$ cat config.mk
export PLATFORM = sky130hd
export DESIGN_NAME = device_regs_with_function
export DESIGN_NICKNAME = d
export VERILOG_FILES = /design/src/rtl/device_regs_with_function.sv
export SDC_FILE = /design/constraint.sdc
export NUM_CORES = 1
export LEC_CHECK = 0
export ABC_AREA = 1
export ABC_CLOCK_PERIOD_IN_PS = 2100
export CAP_MARGIN = 15
export CORE_ASPECT_RATIO = 0.75
export CORE_MARGIN = 1.5
export CORE_UTILIZATION = 53
export DETAILED_ROUTE_END_ITERATION = 10
export HOLD_SLACK_MARGIN = 0.02
export PLACE_DENSITY = 0.8
export SETUP_SLACK_MARGIN = 0.3
export SYNTH_ARGS = -nofsm -noshare
export SYNTH_HDL_FRONTEND = slang
export SYNTH_SLANG_ARGS = --single-unit
export TNS_END_PERCENT = 10
$ cat constraint.sdc
create_clock -name clk -period 2.1 [get_ports clk]
set_clock_uncertainty 0.15 [all_clocks]
set_input_delay 0.42 -clock clk [delete_from_list [all_inputs] [get_ports clk]]
set_output_delay 0.42 -clock clk [all_outputs]
set_load 0.03 [all_outputs]
$ cat src/rtl/device_regs_with_function.sv
// -----------------------------------------------------------------------------
// device_regs_with_function
//
// Four read/write device control registers behind a single-cycle strobe bus.
// The address decode is a combinational function that turns `addr` into a
// one-hot select of REG0..REG3 plus an "unmapped" flag. Offsets 0x0..0x3 are
// mapped. Every other offset, including any offset with a non-zero upper
// address bit, ignores writes and reads back as zero.
//
// Parameters:
//   ADDRWIDTH - width of addr (>= 2, <= 32)
//   DATAWIDTH - width of every register, wr_data and rd_data
//
// Ports:
//   clk      in   sole clock, rising edge
//   rst      in   synchronous active-high reset (clears registers and rd_data)
//   addr     in   register offset for the current access
//   wen      in   write strobe, one write per cycle it is high
//   wr_data  in   write data, qualified by wen
//   ren      in   read strobe, one read per cycle it is high
//   rd_data  out  registered read data, held until the next read or reset
// -----------------------------------------------------------------------------
module device_regs_with_function #(
    parameter int ADDRWIDTH = 4,
    parameter int DATAWIDTH = 8
) (
    input  logic                 clk,
    input  logic                 rst,
    input  logic [ADDRWIDTH-1:0] addr,
    input  logic                 wen,
    input  logic [DATAWIDTH-1:0] wr_data,
    input  logic                 ren,
    output logic [DATAWIDTH-1:0] rd_data
);

    localparam int NUM_REGS = 4;

    typedef struct packed {
        logic [NUM_REGS-1:0] sel;       // one-hot select of REG0..REG3
        logic                unmapped;  // offset outside the register map
    } decode_t;

    // Full-width compare. An offset maps only when every bit above bit 1 is
    // zero, so high offsets never alias onto REG0..REG3.
    function automatic decode_t decode(input logic [ADDRWIDTH-1:0] a);
        decode_t d;
        d.sel      = '0;
        d.unmapped = 1'b1;
        if (32'(a) < 32'(NUM_REGS)) begin
            d.sel[a[1:0]] = 1'b1;
            d.unmapped    = 1'b0;
        end
        return d;
    endfunction

    logic [DATAWIDTH-1:0] regs [NUM_REGS];
    decode_t              dec;
    logic [DATAWIDTH-1:0] rd_mux;

    assign dec = decode(addr);

    // Read mux over the pre-write register contents. An unmapped offset
    // selects nothing and yields zero.
    // NOTE: the default assignment at the top of always_comb keeps every path
    // assigned, so no latch is inferred for rd_mux.
    always_comb begin
        rd_mux = '0;
        for (int i = 0; i < NUM_REGS; i++) begin
            if (dec.sel[i]) begin
                rd_mux = regs[i];
            end
        end
    end

    // NOTE: non-blocking assignments make a same-cycle read sample the
    // register before the write lands, so a read never sees write-through.
    // NOTE: these four registers are ordinary flops rather than a RAM, so
    // every entry is reset explicitly.
    always_ff @(posedge clk) begin
        if (rst) begin
            for (int i = 0; i < NUM_REGS; i++) begin
                regs[i] <= '0;
            end
            rd_data <= '0;
        end else begin
            if (wen) begin
                for (int i = 0; i < NUM_REGS; i++) begin
                    if (dec.sel[i]) begin
                        regs[i] <= wr_data;
                    end
                end
            end
            if (ren) begin
                rd_data <= rd_mux;
            end
        end
    end

endmodule

======== After elaboration in Yosys (flattened, before gate mapping) ========
Memories as Yosys holds them, arrays and structs flattened.
Index checks and enable logic that the tools add are counted.
W data, S select, Z words.
operators by class
  mux-type cells .......................... 29
  bitwise operators ....................... 4
  reduce and logical (&&, ||, !) cells .... 1
  order comparisons ....................... 3
operators with widths
  cell                  count
  $mux W8               8
  $mux W1               19
  $mux W5               1
  $lt A4 B3 Y1 const B  1
  $or A1 B1 Y1          4
  $lt A2 B3 Y1 const B  1
  $demux W1 S2          1
  $ge A2 B1 Y1 const B  1
  $logic_and A1 B1 Y1   1
storage, ports and cells
  output and inout port bits .............. 8
  memories ................................ 1
  bits of input ports ..................... 16
  register bits after elaboration ......... 8
  bits in writable memories ............... 32
  logic and storage cells ................. 39
memories
  memory  words  bits a word  rd ports  clocked after Yosys merged registers in  wr ports  line  RTL
  regs    4      8            4         0                                        4         56    logic [DATAWIDTH-1:0] regs [NUM_REGS];

======== Longest topological paths before layout ========
Gate-level depths: netlist of run 1.
  depth after elaboration ................. 10
  mapped depth ............................ 8

======== Worst setup path after synthesis of run 1 ========
No wires, ideal clock.
  path type ............................... input to register
  from .................................... in addr[3]
  to ...................................... mem regs[2][0], enable pin
  required time ........................... 1.566 ns
  stages on the path ...................... 3
  arrival time ............................ 1.343 ns
  slack ................................... 0.223 ns
  library setup time ...................... 0.384 ns
  cell sequence ........................... nor2_4 nand2_1 o21ai_0
RTL lines
  item         line  RTL
  from (decl)  29    input logic [ADDRWIDTH-1:0] addr,
  to (decl)    56

======== Worst setup path after layout of run 1 ========
  from .................................... reg rd_data[6]
  to ...................................... out rd_data[6]
RTL lines
  item                    line  RTL
  from (decl)             33    output logic [DATAWIDTH-1:0] rd_data
  from (signal assigned)  94    rd_data <= rd_mux;
No word-level cell between the ends.

==> results of run 1 <==
-- flip-flops by register name, indices dropped and copies added, names as in the netlist --
register / flops
rd_data: 8
regs: 32
-- cells in the final DEF, fill, tap and decap left out, drive strengths merged --
master          n
dfxtp           8
inv            16
clkinv          4
clkdlybuf4s50  18
nor2           53
a21oi           1
buf             7
nand3          24
dlymetal6s2s    4
nand2          36
o21ai           9
clkbuf          5
edfxtp         32
dlygate4sd2     1
nand4           1
-- layout make-up --
class | count | area [um^2] | share of cell area [%]
clock buffers | 5 | 68.8 | 3.17
inverters | 17 | 65.1 | 3.00
multi-input cells | 124 | 564 | 26.0
flip-flops and latches | 40 | 1120 | 51.6
clock inverters | 3 | 13.8 | 0.634
repair buffers | 30 | 292 | 13.4
well taps | 38 | 47.5 | 2.19
-- worst paths after layout --
| path | from | to | slack, ns | cells after the start |
|---|---|---|---|---|
| worst max-delay path | rd_data[6] | rd_data[6] | 0.24 | 1 |
| worst min-delay path | rd_data[2] | rd_data[2] | 0.31 | 2 |
| worst max register to register | regs[2][7] | rd_data[7] | 1.09 | 4 |
| worst min register to register | rd_data[2] | rd_data[2] | 0.31 | 2 |
-- metal layers --
layer / up-vias / global-route usage (%)
li1: 672 / -
met1: 629 / 29.1
met2: 63 / 35.9
met3: 5 / 9.71
met4: 0 / 7.52
met5: - / 0
-- repair_timing --
| item | CTS | global route |
|---|---|---|
| gates resized for setup | 1 | 5 |
| setup buffers | 0 | 0 |
| setup endpoints to repair | 8 | 61 |
| cloned | 0 | 0 |
| pin swaps | 0 | 1 |
-- logic make-up (layout without fill, tap and decap cells) --
logic type	after synthesis	after routing	synth area share, %
AOI/OAI and AO/OA	10	10	2.84
buffers and inverters	20	55	4.40
DFF	40	40	63.6
and+or+nand+nor	114	114	29.2
-- per-stage QoR --
| stage | std cells | util, % |
|---|---|---|
| CTS | 257 | 70.6 |
| floorplan | 184 | - |
| global route | 257 | 70.9 |
| global placement | 249 | 67.9 |
| detailed placement | 249 | 67.9 |
| finish | 257 | 70.9 |
-- report_power, final --
group	internal (uW)	switching [uW]
clock	225	254
sequential	900	14.9
combinational	66.5	103
==> results.py, run 1 <==
metrics = {
    "run_status": {
        "outcome": "complete, no violations",
    },
    "grt": {
        "grt-ovfl-total": 0,
        "grtUsageTotal_pct": 22.9,
        "grt_pass1_vias": 1235,
        "antenna_found_initial": 0,
        "grt_max_degree": 17,
        "grt_pass1_wl_mm": 6.02,
    },
    "logic_synthesis": {
        "synth_top_area_cell": "edfxtp_1",
        "ys_top_cells_by_count": "nor2_1 (50), nand2_1 (35), edfxtp_1 (32), nand3_1 (21), inv_1 (12)",
        "syn-mean-instance-area_um2": 9.58,
        "yosys_register_bits": 40,
        "post-synth-top-count-cell": "nor2_1",
        "synth_flop_cell": "edfxtp_1",
        "synthCells": 184,
        "synth-async-reset-ratio_pct": 0,
        "synth_edf_count": 32,
        "ys_warn_count": 0,
        "yosysSeqAreaShare_pct": 63.6,
        "synthTopCellsByArea": "edfxtp_1 (55%), nor2_1 (11%), dfxtp_1 (9.1%)",
        "synth_nets": 200,
        "synth_cell_types": 17,
        "synth_area_um2": 1760,
        "synth_top_cell_area_share_pct": 54.5,
    },
    "sta": {
        "max_freq_mhz": 538,
        "worst_pin_slew_ns": 0.472,
        "min_period_over_period_pct": 88.5,
        "rsz0062_at_grt": "true",
        "setup_violations": 0,
        "timing_hold_violations_final": 0,
        "period_minus_slack_ns": 1.86,
        "slew_violations": 0,
        "hold_ws_ns": 0.313,
        "setup_ws_ns": 0.242,
        "tns_ns": 0,
        "slew_headroom_pct": 68.4,
    },
    "pwr": {
        "peakVddDrop_mv": 0.514,
        "power-per-cell-area_nw_per_um2": 720,
        "design_power_total_uw": 1560,
        "leakagePower_uw": 0.000936,
    },
    "clock_network": {
        "clkSinkCount": 40,
        "clk_pin_slew_ns": 0.08,
        "cts.path.max_buffers": 2,
        "cts_tree": "yes",
        "cts_htree_levels": 2,
        "cts_buffers": 5,
        "cts_hold_buf": 0,
        "cts_root_buf": "clkbuf_8",
        "clock_latency_ns": 0.29,
    },
    "drt": {
        "vias": 1369,
        "drc": 0,
        "dr_wl_met2_mm": 1.71,
        "drt_pass1_iterations": 4,
        "drt_wl_total_mm": 3.71,
        "dr_wl_met3_um": 348,
        "ant_nets": 0,
        "highest_layer": "met4",
        "routedWlPerCell_um": 14.4,
        "drt_iter0_drc": 70,
        "wirelength_met1_mm": 1.61,
        "routed_via_density": 5.33,
    },
    "critical_path": {
        "cp-start-kind": "flop",
        "crit_type": "flop to output pin",
        "cp_top_family": "buffers and inverters",
        "worstPathRequired_ns": 1.53,
        "crit_chain": "clkdlybuf4s50_1",
        "cp_max_fo": 2,
        "cp-end-kind": "output pin",
        "critPathSlowestCell": "clkdlybuf4s50_1",
        "critPathMaxStageDelay_ns": 0.67,
        "path_buf_inv": 1,
        "cp.arrival_ns": 1.29,
    },
    "floorplanning": {
        "die_y_um": 52.9,
        "die_w_um": 69.6,
        "die_area_um2": 3680,
        "rows": 17,
        "io-pin-count": 24,
        "initial_core_util_pct": 57.6,
        "core_um2": 3060,
    },
    "placed_design": {
        "dp_slack_ns": 0.0222,
        "hpwl_mm": 2.69,
        "place_area_um2": 2080,
        "io_buffers": 23,
        "gp_congestion": 0.894,
    },
    "final_layout": {
        "drive_above_1_share_pct": 12.3,
        "fin_nets": 234,
        "syn_to_final_growth_pct": 23.2,
        "antennaDiodeCount": 0,
        "fillers": 233,
        "design_area_um2": 2170,
    },
    "hold_path": {
        "min_path_type": "flop to flop",
    },
    "run": {
        "cap_viol_max_count": 0,
    },
}
(Power assumes the default switching activity.)
==> run 2, diff against run 1 <==
--- a/config.mk
+++ b/config.mk
@@ -14,6 +14,7 @@
 export DETAILED_ROUTE_END_ITERATION = 10
 export HOLD_SLACK_MARGIN = 0.02
 export PLACE_DENSITY = 0.8
+export RECOVER_POWER = 25
 export SETUP_SLACK_MARGIN = 0.3
 export SYNTH_ARGS = -nofsm -noshare
 export SYNTH_HDL_FRONTEND = slang
==> results.py, run 2 (synthesis results as in run 1) <==
metrics = {
    "pwr": {
        "sw_frac_of_total_pct": 23.8,
        "power-per-cell-area_nw_per_um2": 727,
        "leakagePower_uw": 0.000875,
        "seq_power_share_pct": 58.7,
        "p_clk_share_pct": 30.7,
        "p_sw_uw": 372,
        "comb_power_share_pct": 10.6,
        "peakVddDrop_mv": 0.513,
        "p_int_uw": 1190,
    },
    "floorplanning": {
        "die_w_um": 69.6,
        "die_area_um2": 3680,
        "initial_core_util_pct": 57.6,
        "die_y_um": 52.9,
        "rows": 17,
        "core_um2": 3060,
        "io-pin-count": 24,
    },
    "grt": {
        "grt-ovfl-total": 0,
        "grtUsageTotal_pct": 22.9,
        "grt_pass1_wl_mm": 6.02,
        "grt_max_degree": 17,
        "grt_pass1_vias": 1235,
        "antenna_found_initial": 0,
    },
    "final_layout": {
        "layout_commonest_cell": "nor2_1",
        "fin_nets": 234,
        "syn_to_final_growth_pct": 21.7,
        "regArea_um2": 1120,
        "regMostFlops": "regs",
        "antennaDiodeCount": 0,
        "layout_common_cells": "nor2_1 (50), nand2_1 (35), edfxtp_1 (32), nand3_1 (21), clkdlybuf4s50_1 (18)",
        "drive_above_1_share_pct": 12.3,
        "multi_input_area_um2": 564,
        "reg.largest.list": "regs: 32 flops, rd_data: 8 flops",
        "largest_reg_flops": 32,
        "fillers": 239,
    },
    "drt": {
        "routedWlPerCell_um": 14.4,
        "routed_via_density": 5.27,
        "drt_iter0_drc": 71,
        "drc": 0,
        "vias": 1355,
        "drt_wl_total_mm": 3.70,
        "ant_nets": 0,
        "drt_pass1_iterations": 5,
    },
    "critical_path": {
        "cp.arrival_ns": 1.78,
        "cp-end-kind": "flop",
        "crit_type": "input pin to flop",
        "cp_top_family": "buffers and inverters",
        "worstPathRequired_ns": 1.99,
        "path_buf_inv": 2,
        "cp_max_fo": 8,
        "critPathSlowestCell": "clkdlybuf4s50_1",
        "critPathMaxStageDelay_ns": 0.54,
        "rrSetupSlack_ns": 1.08,
        "cp-start-kind": "input pin",
        "crit_chain": "clkdlybuf4s50_1 -> nor2_1 -> nand2_1 -> clkinvlp_2 -> nand3_4 -> nor2_1",
        "cp_common_cell": "nor2_1",
        "reg2reg_depth": 4,
        "path_depth": 6,
    },
    "hold_path": {
        "min_path_type": "flop to flop",
        "hold_path_depth": 2,
    },
    "sta": {
        "setup_ws_ns": 0.210,
        "min_period_over_period_pct": 90.0,
        "period_minus_slack_ns": 1.89,
        "max_freq_mhz": 529,
        "worst_pin_slew_ns": 0.471,
        "timing_hold_violations_final": 0,
        "slew_headroom_pct": 68.5,
        "rsz0062_at_grt": "true",
        "tns_ns": 0,
        "setup_violations": 0,
        "slew_violations": 0,
    },
    "placed_design": {
        "hpwl_mm": 2.69,
        "gp_congestion": 0.894,
        "dp_slack_ns": 0.0222,
        "io_buffers": 23,
    },
    "run": {
        "cap_viol_max_count": 0,
    },
    "clock_network": {
        "clkSinkCount": 40,
        "cts_tree": "yes",
        "clock_latency_ns": 0.29,
        "clk_pin_slew_ns": 0.08,
        "cts_buffers": 5,
        "cts_htree_levels": 2,
        "cts.path.max_buffers": 2,
        "cts_hold_buf": 0,
        "cts_root_buf": "clkbuf_8",
    },
    "run_status": {
        "outcome": "complete, no violations",
    },
}
-- run 2: final cells by class --
type | instances | share of cell area, %
clock buffers | 5 | 3.21
clock inverters | 3 | 0.641
inverters | 17 | 3.03
multi-input cells | 124 | 26.3
flip-flops and latches | 40 | 52.2
well taps | 38 | 2.22
repair buffers | 30 | 12.4
-- run 2: power groups by stage --
stage	logic, uW	registers [uW]	clock network (uW)
2_1_floorplan	69.4	946	0
3_3_place_gp	164	931	0
3_5_place_dp	169	933	0
4_1_cts	169	915	487
5_1_grt	181	919	525
6_report	166	915	479
-- run 2: path summary, 6_finish.rpt --
path | start | to
setup / recovery | addr[0] | regs[2][3]
hold / removal | rd_data[2] | rd_data[2]
setup reg to reg | regs[2][7] | rd_data[7]
hold reg to reg | rd_data[2] | rd_data[2]
-- run 2: timing repair --
action,CTS,global route
endpoints found under the setup margin,8,61
resized for setup,1,5
pin swaps,0,1
setup buffers,0,0
-- run 2: routing by layer --
layer / GRT usage [%] / part of all wire, % / routed length [um] / vias to the layer above
met2: 35.9 / 46 / 1700 / 61
li1: - / - / - / 672
met5: 0 / 0 / 0 / -
met1: 29.1 / 43 / 1600 / 617
met4: 7.52 / 0.97 / 36 / 0
met3: 9.71 / 9.7 / 360 / 5
-- run 2: stage by stage --
step / cells / hold slack, ns / utilization (%) / area (um^2) / power [uW]
detailed placement: 249 / 0.308 / 67.9 / 2080 / 1100
CTS: 257 / 0.317 / 70.6 / 2160 / 1570
finish: 257 / 0.313 / 70.1 / 2150 / 1560
floorplan: 184 / 0.339 / - / 1760 / 1020
global route: 257 / 0.349 / 70.1 / 2150 / 1630
global placement: 249 / 0.303 / 67.9 / 2080 / 1100
-- run 2: tightest hold or removal path, delay by kind of cell (launching register included) --
family             cells  cell delay, ns
DFF                    1            0.31
and+or+nand+nor        1            0.06
AOI/OAI and AO/OA      1            0.05
